**src/rtl/mux_pkg.sv**
```systemverilog
// Shared constants and types for the project-select controller.
// The constants cover the wrapper bundle widths, field offsets and FSM states.
package mux_pkg;

    localparam int unsigned IW_W = 18;
    localparam int unsigned OW_W = 24;

    // Low bit of each field inside the wrapper bundles.
    localparam int unsigned IW_CLK  = 0;
    localparam int unsigned IW_RSTN = 1;
    localparam int unsigned IW_UI   = 2;
    localparam int unsigned IW_UIO  = 10;
    localparam int unsigned OW_UO   = 0;
    localparam int unsigned OW_UIO  = 8;
    localparam int unsigned OW_OE   = 16;

    typedef enum logic [1:0] {
        StIdle,
        StSettle,
        StActive
    } state_e;

endpackage

```
**src/rtl/mux_ctrl_if.sv**
```systemverilog
// Bus between the select controller and the bank of project wrappers.
// It carries the flattened per-project input bundles, enables and output bundles.
interface mux_ctrl_if
    import mux_pkg::*;
#(
    parameter int unsigned NUM_PROJ = 24
);

    logic [IW_W*NUM_PROJ-1:0] proj_iw;
    logic [NUM_PROJ-1:0]      proj_ena;
    logic [OW_W*NUM_PROJ-1:0] proj_ow;

    modport master (
        output proj_iw,
        output proj_ena,
        input  proj_ow
    );

    modport slave (
        input  proj_iw,
        input  proj_ena,
        output proj_ow
    );

endinterface

```
**src/rtl/mux_sync2.sv**
```systemverilog
// Two-flop synchroniser for asynchronous pad strobes.
// Both flops reset to 0.
module mux_sync2 (
    input  logic clk,
    input  logic rst_n,
    input  logic d,
    output logic q
);

    logic meta_q;

    always_ff @(posedge clk or negedge rst_n) begin
        if (!rst_n) begin
            meta_q <= 1'b0;
            q      <= 1'b0;
        end else begin
            meta_q <= d;
            q      <= meta_q;
        end
    end

endmodule

```
**src/rtl/mux_ctrl.sv**
```systemverilog
// Project-select controller: tracks the selected project from pad strobes and enables
// exactly one wrapper, with a settle gap between every address change and the new enable.
module mux_ctrl
    import mux_pkg::*;
#(
    parameter int unsigned NUM_PROJ   = 24,
    parameter int unsigned ADDR_W     = 5,
    parameter int unsigned SETTLE_CYC = 4
) (
    input  logic              clk,
    input  logic              rst_n,
    input  logic              ctrl_sel_rst_n,
    input  logic              ctrl_sel_inc,
    input  logic              ctrl_ena,
    input  logic [IW_W-1:0]   pad_iw,
    mux_ctrl_if.master        proj,
    output logic [OW_W-1:0]   pad_ow,
    output logic [ADDR_W-1:0] sel_addr,
    output logic              sel_active
);

    localparam logic [3:0]      SettleLoad = 4'(SETTLE_CYC - 1);
    localparam logic [ADDR_W:0] NumProjCmp = (ADDR_W + 1)'(NUM_PROJ);

    logic                sel_rst_s, inc_s, ena_s, inc_q;
    logic                inc_edge, addr_chg, addr_ok;
    logic [ADDR_W-1:0]   addr_q, addr_d;
    state_e              state_q, state_d;
    logic [3:0]          cnt_q, cnt_d;
    logic [NUM_PROJ-1:0] ena_q, ena_d;
    logic                active_q;

    mux_sync2 u_sync_sel_rst (.clk(clk), .rst_n(rst_n), .d(ctrl_sel_rst_n), .q(sel_rst_s));
    mux_sync2 u_sync_inc     (.clk(clk), .rst_n(rst_n), .d(ctrl_sel_inc),   .q(inc_s));
    mux_sync2 u_sync_ena     (.clk(clk), .rst_n(rst_n), .d(ctrl_ena),       .q(ena_s));

    assign inc_edge = inc_s & ~inc_q;
    assign addr_ok  = ({1'b0, addr_q} < NumProjCmp);

    always_ff @(posedge clk or negedge rst_n) begin
        if (!rst_n) begin
            inc_q    <= 1'b0;
            addr_q   <= '0;
            state_q  <= StIdle;
            cnt_q    <= '0;
            ena_q    <= '0;
            active_q <= 1'b0;
        end else begin
            inc_q    <= inc_s;
            addr_q   <= addr_d;
            state_q  <= state_d;
            cnt_q    <= cnt_d;
            ena_q    <= ena_d;
            active_q <= (state_d == StActive);
        end
    end

    // Select-reset dominates; clearing an already-zero address is not a change.
    always_comb begin
        addr_d   = addr_q;
        addr_chg = 1'b0;
        if (!sel_rst_s) begin
            addr_d   = '0;
            addr_chg = (addr_q != '0);
        end else if (inc_edge) begin
            addr_d   = addr_q + 1'b1;
            addr_chg = 1'b1;
        end
    end

    always_comb begin
        state_d = state_q;
        cnt_d   = cnt_q;
        if (addr_chg || !ena_s) begin
            state_d = StIdle;
            cnt_d   = '0;
        end else begin
            case (state_q)
                StIdle: begin
                    if (addr_ok) begin
                        state_d = StSettle;
                        cnt_d   = SettleLoad;
                    end
                end
                StSettle: begin
                    if (cnt_q == '0) begin
                        state_d = StActive;
                    end else begin
                        cnt_d = cnt_q - 1'b1;
                    end
                end
                StActive: state_d = StActive;
                default:  state_d = StIdle;
            endcase
        end
    end

    // Enables are decoded from the next state so they register together with it.
    always_comb begin
        ena_d = '0;
        for (int unsigned i = 0; i < NUM_PROJ; i++) begin
            ena_d[i] = (state_d == StActive) && (addr_d == ADDR_W'(i));
        end
    end

    always_comb begin
        proj.proj_iw = '0;
        pad_ow       = '0;
        for (int unsigned i = 0; i < NUM_PROJ; i++) begin
            if (ena_q[i]) begin
                proj.proj_iw[IW_W*i +: IW_W] = pad_iw;
            end
            if (active_q && (addr_q == ADDR_W'(i))) begin
                pad_ow = proj.proj_ow[OW_W*i +: OW_W];
            end
        end
    end

    assign proj.proj_ena = ena_q;
    assign sel_addr      = addr_q;
    assign sel_active    = active_q;

endmodule

```
**src/flat_wrapper.sv**
```systemverilog
// flat-port wrapper written by rule: the top's interface ports become plain ports
module mux_ctrl_flat import mux_pkg::*;
#(
    parameter int unsigned NUM_PROJ   = 24,
    parameter int unsigned ADDR_W     = 5,
    parameter int unsigned SETTLE_CYC = 4
)
  (clk, rst_n, ctrl_sel_rst_n, ctrl_sel_inc, ctrl_ena, pad_iw, pad_ow, sel_addr, sel_active, proj_proj_iw, proj_proj_ena, proj_proj_ow);
  mux_ctrl_if #(.NUM_PROJ(NUM_PROJ)) proj_i ();
  input  logic clk;
  input  logic rst_n;
  input  logic ctrl_sel_rst_n;
  input  logic ctrl_sel_inc;
  input  logic ctrl_ena;
  input  logic [IW_W-1:0] pad_iw;
  output logic [OW_W-1:0] pad_ow;
  output logic [ADDR_W-1:0] sel_addr;
  output logic sel_active;
  output wire logic [$bits(proj_i.proj_iw)-1:0] proj_proj_iw;
  output wire logic [$bits(proj_i.proj_ena)-1:0] proj_proj_ena;
  input wire logic [$bits(proj_i.proj_ow)-1:0] proj_proj_ow;
  assign proj_proj_iw = proj_i.proj_iw;
  assign proj_proj_ena = proj_i.proj_ena;
  assign proj_i.proj_ow = proj_proj_ow;
  mux_ctrl #(.NUM_PROJ(NUM_PROJ), .ADDR_W(ADDR_W), .SETTLE_CYC(SETTLE_CYC)) u_core (.clk(clk), .rst_n(rst_n), .ctrl_sel_rst_n(ctrl_sel_rst_n), .ctrl_sel_inc(ctrl_sel_inc), .ctrl_ena(ctrl_ena), .pad_iw(pad_iw), .proj(proj_i), .pad_ow(pad_ow), .sel_addr(sel_addr), .sel_active(sel_active));
endmodule
```
**config.mk**
```make
export PLATFORM = sky130hd
export DESIGN_NAME = mux_ctrl_flat
export DESIGN_NICKNAME = d
export VERILOG_FILES = /design/src/rtl/mux_pkg.sv /design/src/rtl/mux_ctrl_if.sv /design/src/rtl/mux_sync2.sv /design/src/rtl/mux_ctrl.sv /design/src/flat_wrapper.sv
export SDC_FILE = /design/constraint.sdc
export NUM_CORES = 1
export LEC_CHECK = 0
export ABC_AREA = 1
export CAP_MARGIN = 15
export CORE_AREA = 8 8 415 417
export CTS_CLUSTER_SIZE = 24
export DETAILED_ROUTE_END_ITERATION = 10
export DIE_AREA = 0 0 423 425
export SLEW_MARGIN = 0
export SYNTH_ARGS = -nofsm -noshare
export SYNTH_HDL_FRONTEND = slang
export SYNTH_SLANG_ARGS = --single-unit
export TNS_END_PERCENT = 30
```
**constraint.sdc**
```tcl
create_clock -name clk -period 7.5 [get_ports clk]
set_clock_uncertainty 0.1 [all_clocks]
set_input_delay 1.5 -clock clk [delete_from_list [all_inputs] [get_ports clk]]
set_output_delay 1.5 -clock clk [all_outputs]
set_load 0.05 [all_outputs]
```
# == Yosys cells after proc, flatten, opt, wreduce, memory -nomap -nowiden ==
# Cells that the tools add are included.
# totals
regBits,43
input_bits,599
output_inout_bits,486
word_cells,185
# classes
addsub,2
order_cmp,1
n_eq_ne,51
n_mux,60
bitwise_logic,2
n_reduce_logical,57
# ops
op,n
two-way mux 24 bit,24
two-way mux 18 bit,24
equality test 5 x 4 -> 1 bit (second input constant),16
equality test 5 bit (second input constant),16
logical AND 1 bit,48
equality test 5 x 3 -> 1 bit (second input constant),8
equality test 5 x 2 -> 1 bit (second input constant),4
two-way mux 4 bit,3
equality test 5 x 1 -> 1 bit (second input constant),2
logical NOT 5 bit,2
two-way mux 5 bit,2
one-hot mux 4 bit (2 select lines),1
two-way mux 2 bit,3
one-hot mux 2 bit (3 select lines),1
adder 5 x 1 -> 5 bit (second input constant),1
less-than comparator 5 bit (second input constant),1
nonzero test 5 bit,1
equality test 2 bit (second input constant),2
logical NOT 4 bit,1
subtractor 4 x 1 -> 4 bit (second input constant),1
!= test 3 x 1 -> 1 bit (second input constant),1
!= test 3 x 2 -> 1 bit (second input constant),1
AND reduction 3 bit,1
nonzero test 3 bit,1
other kinds (7),8

# == Logic depth before layout (Yosys ltp) ==
# logic_depth
word_depth,26
ltp_mapped,30
mapped_depth_nobuf,30

# == Hierarchy ==
# Synthesis repeated with hierarchy kept, for this count alone.
# unflattened
hier_cells,2534
area_unflattened_um2,11508.5
# by_module_without_submodules
mod,instances,cells_each,area_each_um2,seq_area_each_um2
mux_ctrl,1,2528,11358.4,925.9
mux_sync2,3,2,50.0,50.0

# == Worst setup path after synthesis ==
# No wires, ideal clock.
# synth_timing
path_type,input-to-output
from,input port proj_proj_ow[9]
to,output port pad_ow[9]
arrival_ns,3.526
required_time_ns,5.900
path_slack_ns,2.374
path_stages,22
path_buffers,0
path_cell_list,nand3_1 -> nand2_1 -> o211ai_1 -> nand3_1 -> o21ai_1 -> o21ai_1 -> o21ai_1 -> nand3_1 -> o21ai_1 -> o21ai_1 -> o21ai_1 -> nand2_1 -> nand3_1 -> nand3_1 -> nand2_1 -> nand2_1 -> nand3_1 -> nand3_1 -> nand2_1 -> nand2_1 -> nand2_1 -> a21oi_1
# synth_between
elab_chain_cells,24
# synth_rtl
element,line_no,text
from (decl),flat_wrapper.sv:21,input wire logic [$bits(proj_i.proj_ow)-1:0] proj_proj_ow;
two-way mux 24 bit (24 in series),mux_ctrl.sv:113,if (active_q && (addr_q == ADDR_W'(i))) begin
to (decl),flat_wrapper.sv:16,output logic [OW_W-1:0] pad_ow;
# No other way between the ends.

# == Final worst setup path ==
# layout_timing
from,input port proj_proj_ow[17]
to,output port pad_ow[17]
# Same word-level chain as after synthesis.

==> run summary <==
status -> finished clean
Worst-Skew Late Latency -> 290 ps
# DRC -> 0
Register-to-Register Path Depth -> 10
vias per std cell -> 3.529
top-level port count -> 1085
family with the most delay on the worst path -> simple AND/OR/NAND/NOR gates
First DRT Iteration DRCs -> 2228
post-route ant nets -> 0
depth of the CTS H-tree -> 2
worst path required time -> 5900 ps
post-DP HPWL -> 122400 um
Avg Cell Area, Syn -> 4.601 um2
met1 usage -> 17.36%
number of core rows -> 150
M2 GR Usage -> 24.71%
CP endpoint kind -> output port
fin crit share -> 94.26%
hold crit path type -> flip-flop to flip-flop
crit path time final -> 7070 ps
synthesized flop and latch total -> 43
Seq/Total Area, Yosys -> 9.517%
Die Footprint -> 179800 um2
# resized after CTS -> 0
Fin. Hold Viols -> 0
nets -> 4060
largest net degree at the start of global routing -> 44
area delta synth->final -> 121.8%
crit path max-delay cell type -> clkdlybuf4s50_1
synth warn -> 0
Slew @ Worst Pin -> 1237 ps
maximum capacitance violations -> 0
LEAKAGE -> 0.01293 uW
Syn Nets -> 3063
Worst Hold Launch -> u_core.u_sync_sel_rst.meta_q$_DFF_PN0_
crit path DAT -> 5470 ps
Hold-fix buffers, CTS -> 0
DR pass1 iterations -> 5
RSZ-0062 raised after global routing -> false
port bufs -> 1084
reg2reg start -> u_core.sel_addr[1]$_DFF_PN0_
CTS tree -> done
worst-case clock buffer depth -> 2
VDD IR max -> 0.06961 mV
Die Span X -> 423 um
Fmax -> 141.4 MHz
CP max FO -> 1
Sequential cell area -> 1080 um2
number of buffers created by CTS -> 5
CTS sink cnt -> 43
Critical path buffers and inverters -> 3
clk slew on worst S/H paths -> 70 ps
gr usage total -> 14.48%
met3 global-route usage -> 4.902%
# setup viols final -> 0
Synth Cell Area -> 11310 um2
Worst slew margin -> 17.30%
Post-CTS Repair Setup Buffers -> 0
Starting Density -> 6.814%
via count -> 20030
Core Area -> 165900 um2
Pins Over Slew Limit -> 0
flop2flop setup slack -> 4890 ps
first-pass GRT wire length -> 178500 um
Hold EP -> u_core.u_sync_sel_rst.q$_DFF_PN0_
Layout Cells excl Fill -> 5677
gr ovfl total -> 0
number of distinct library cells after synthesis -> 33
number of global-route vias before repair -> 18880
share of layout cells above drive strength 1 -> 6.339%
reg2reg end -> u_core.proj.proj_ena[2]$_DFF_PN0_
critical path class -> input port to output port
multi-input logic area -> 7385 um2
GR peak layer -> met2
Fill cells -> 19410
setup tns final -> 0 ps
initial antenna violation count -> 70
Post-Route WL -> 141000 um
GPL Wtd Cong -> 0.9998
Worst setup SP type -> input port
CTS Root Cell -> clkbuf_16
Hold Crit Depth -> 0
CP max stage delay -> 450 ps
Die Y -> 425 um
dpl cells -> 5647
Synth Instances -> 2457
cell mode on critical path -> nand3_1
pwr/cell area -> 51.59 nW/um2
Routed WL per cell -> 24.84 um
==> placed cells by master, fill, tap and decap left out, drive strengths merged <==
cell	count
nand3	196
nand2	969
nor3	4
o211ai	29
diode	18
xnor2	1
ha	7
or2	80
nand4	8
a31oi	2
o22ai	4
nor2	129
clkinv	1
xor2	2
clkinvlp	1
bufinv	1
o41ai	1
clkbuf	5
o21ai	119
inv	569
buf	107
clkdlybuf4s50	1057
a21oi	120
dfrtp	43
==> power breakdown <==
| part | internal, uW | switching [uW] |
|---|---|---|
| clock | 158 | 94.6 |
| combinational | 379 | 410 |
| sequential | 241 | 9.71 |
==> per-stage QoR <==
step                      hold WS [ps]  setup slack (ps)  total power [uW]  area, um2  utilization, %
after floorplan                  231.2              2374             481.4      11310               -
after global placement           239.4             383.4              1045      24740           14.91
after detailed placement         238.7             444.5              1050      24790           14.94
after CTS                        254.3             127.6              1314      24960           15.04
after global routing             257.2             90.00              1361      25050           15.10
final                            251.9             430.3              1294      25070           15.11
==> logic make-up after synthesis <==
logic type / after synthesis / synth area share [%]
buffers and inverters: 743 / 25.37
flip-flops: 43 / 9.517
adder cells (fa/ha/maj): 7 / 0.7746
AO/OA/AOI/OAI: 275 / 12.92
AND/OR/NAND/NOR: 1386 / 51.20
XOR/XNOR: 3 / 0.2324
==> cell type report <==
cell class              instances  area share [%]
clock inverters                 3          0.1846
repair buffers               1164           45.86
well taps                    2204           11.00
inverters                     569           8.518
clock buffers                   5          0.4990
flip-flops and latches         43           4.307
multi-input cells            1671           29.45
diodes                         18          0.1796
==> worst max path at each step <==
stage | start | endpoint | slack (ps) | cells past startpoint
3_3_place_gp | u_core.sel_addr[0]$_DFF_PN0_ | pad_ow[0] | 380 | 28
2_1_floorplan | proj_proj_ow[9] | pad_ow[9] | 2370 | 22
3_5_place_dp | proj_proj_ow[40] | pad_ow[16] | 440 | 26
4_1_cts | u_core.sel_addr[0]$_DFF_PN0_ | pad_ow[0] | 130 | 28
6_report | proj_proj_ow[17] | pad_ow[17] | 430 | 25
5_1_grt | u_core.sel_addr[1]$_DFF_PN0_ | pad_ow[13] | 90 | 28
==> cell usage after synthesis (all sizes together) <==
cell type	n	share of area [%]
a21oi	120	5.3
a31oi	2	0.11
buf	57	2.6
clkbuf	117	3.9
clkinv	1	0.033
dfrtp	43	9.5
ha	7	0.77
inv	568	19
nand2	969	32
nand3	196	8.9
nand4	8	0.44
nor2	129	5.0
nor3	4	0.18
o211ai	29	1.9
o21ai	119	5.3
o22ai	4	0.22
o41ai	1	0.077
or2	80	4.4
xnor2	1	0.077
xor2	2	0.15
==> sequential cells by signal (all words and copies together), names as in the netlist, 2 cells and up <==
name	flops
u_core.cnt_q	4
u_core.proj.proj_ena	24
u_core.sel_addr	5
u_core.state_q	2
==> routing by layer <==
metal | wire length (um) | vias up
met3 | 15450 | 156
met4 | 3488 | 38
met2 | 68300 | 1130
met1 | 53540 | 9510
li1 | - | 9198
met5 | 225 | -
No activity file was read; power rests on OpenSTA's default activity.
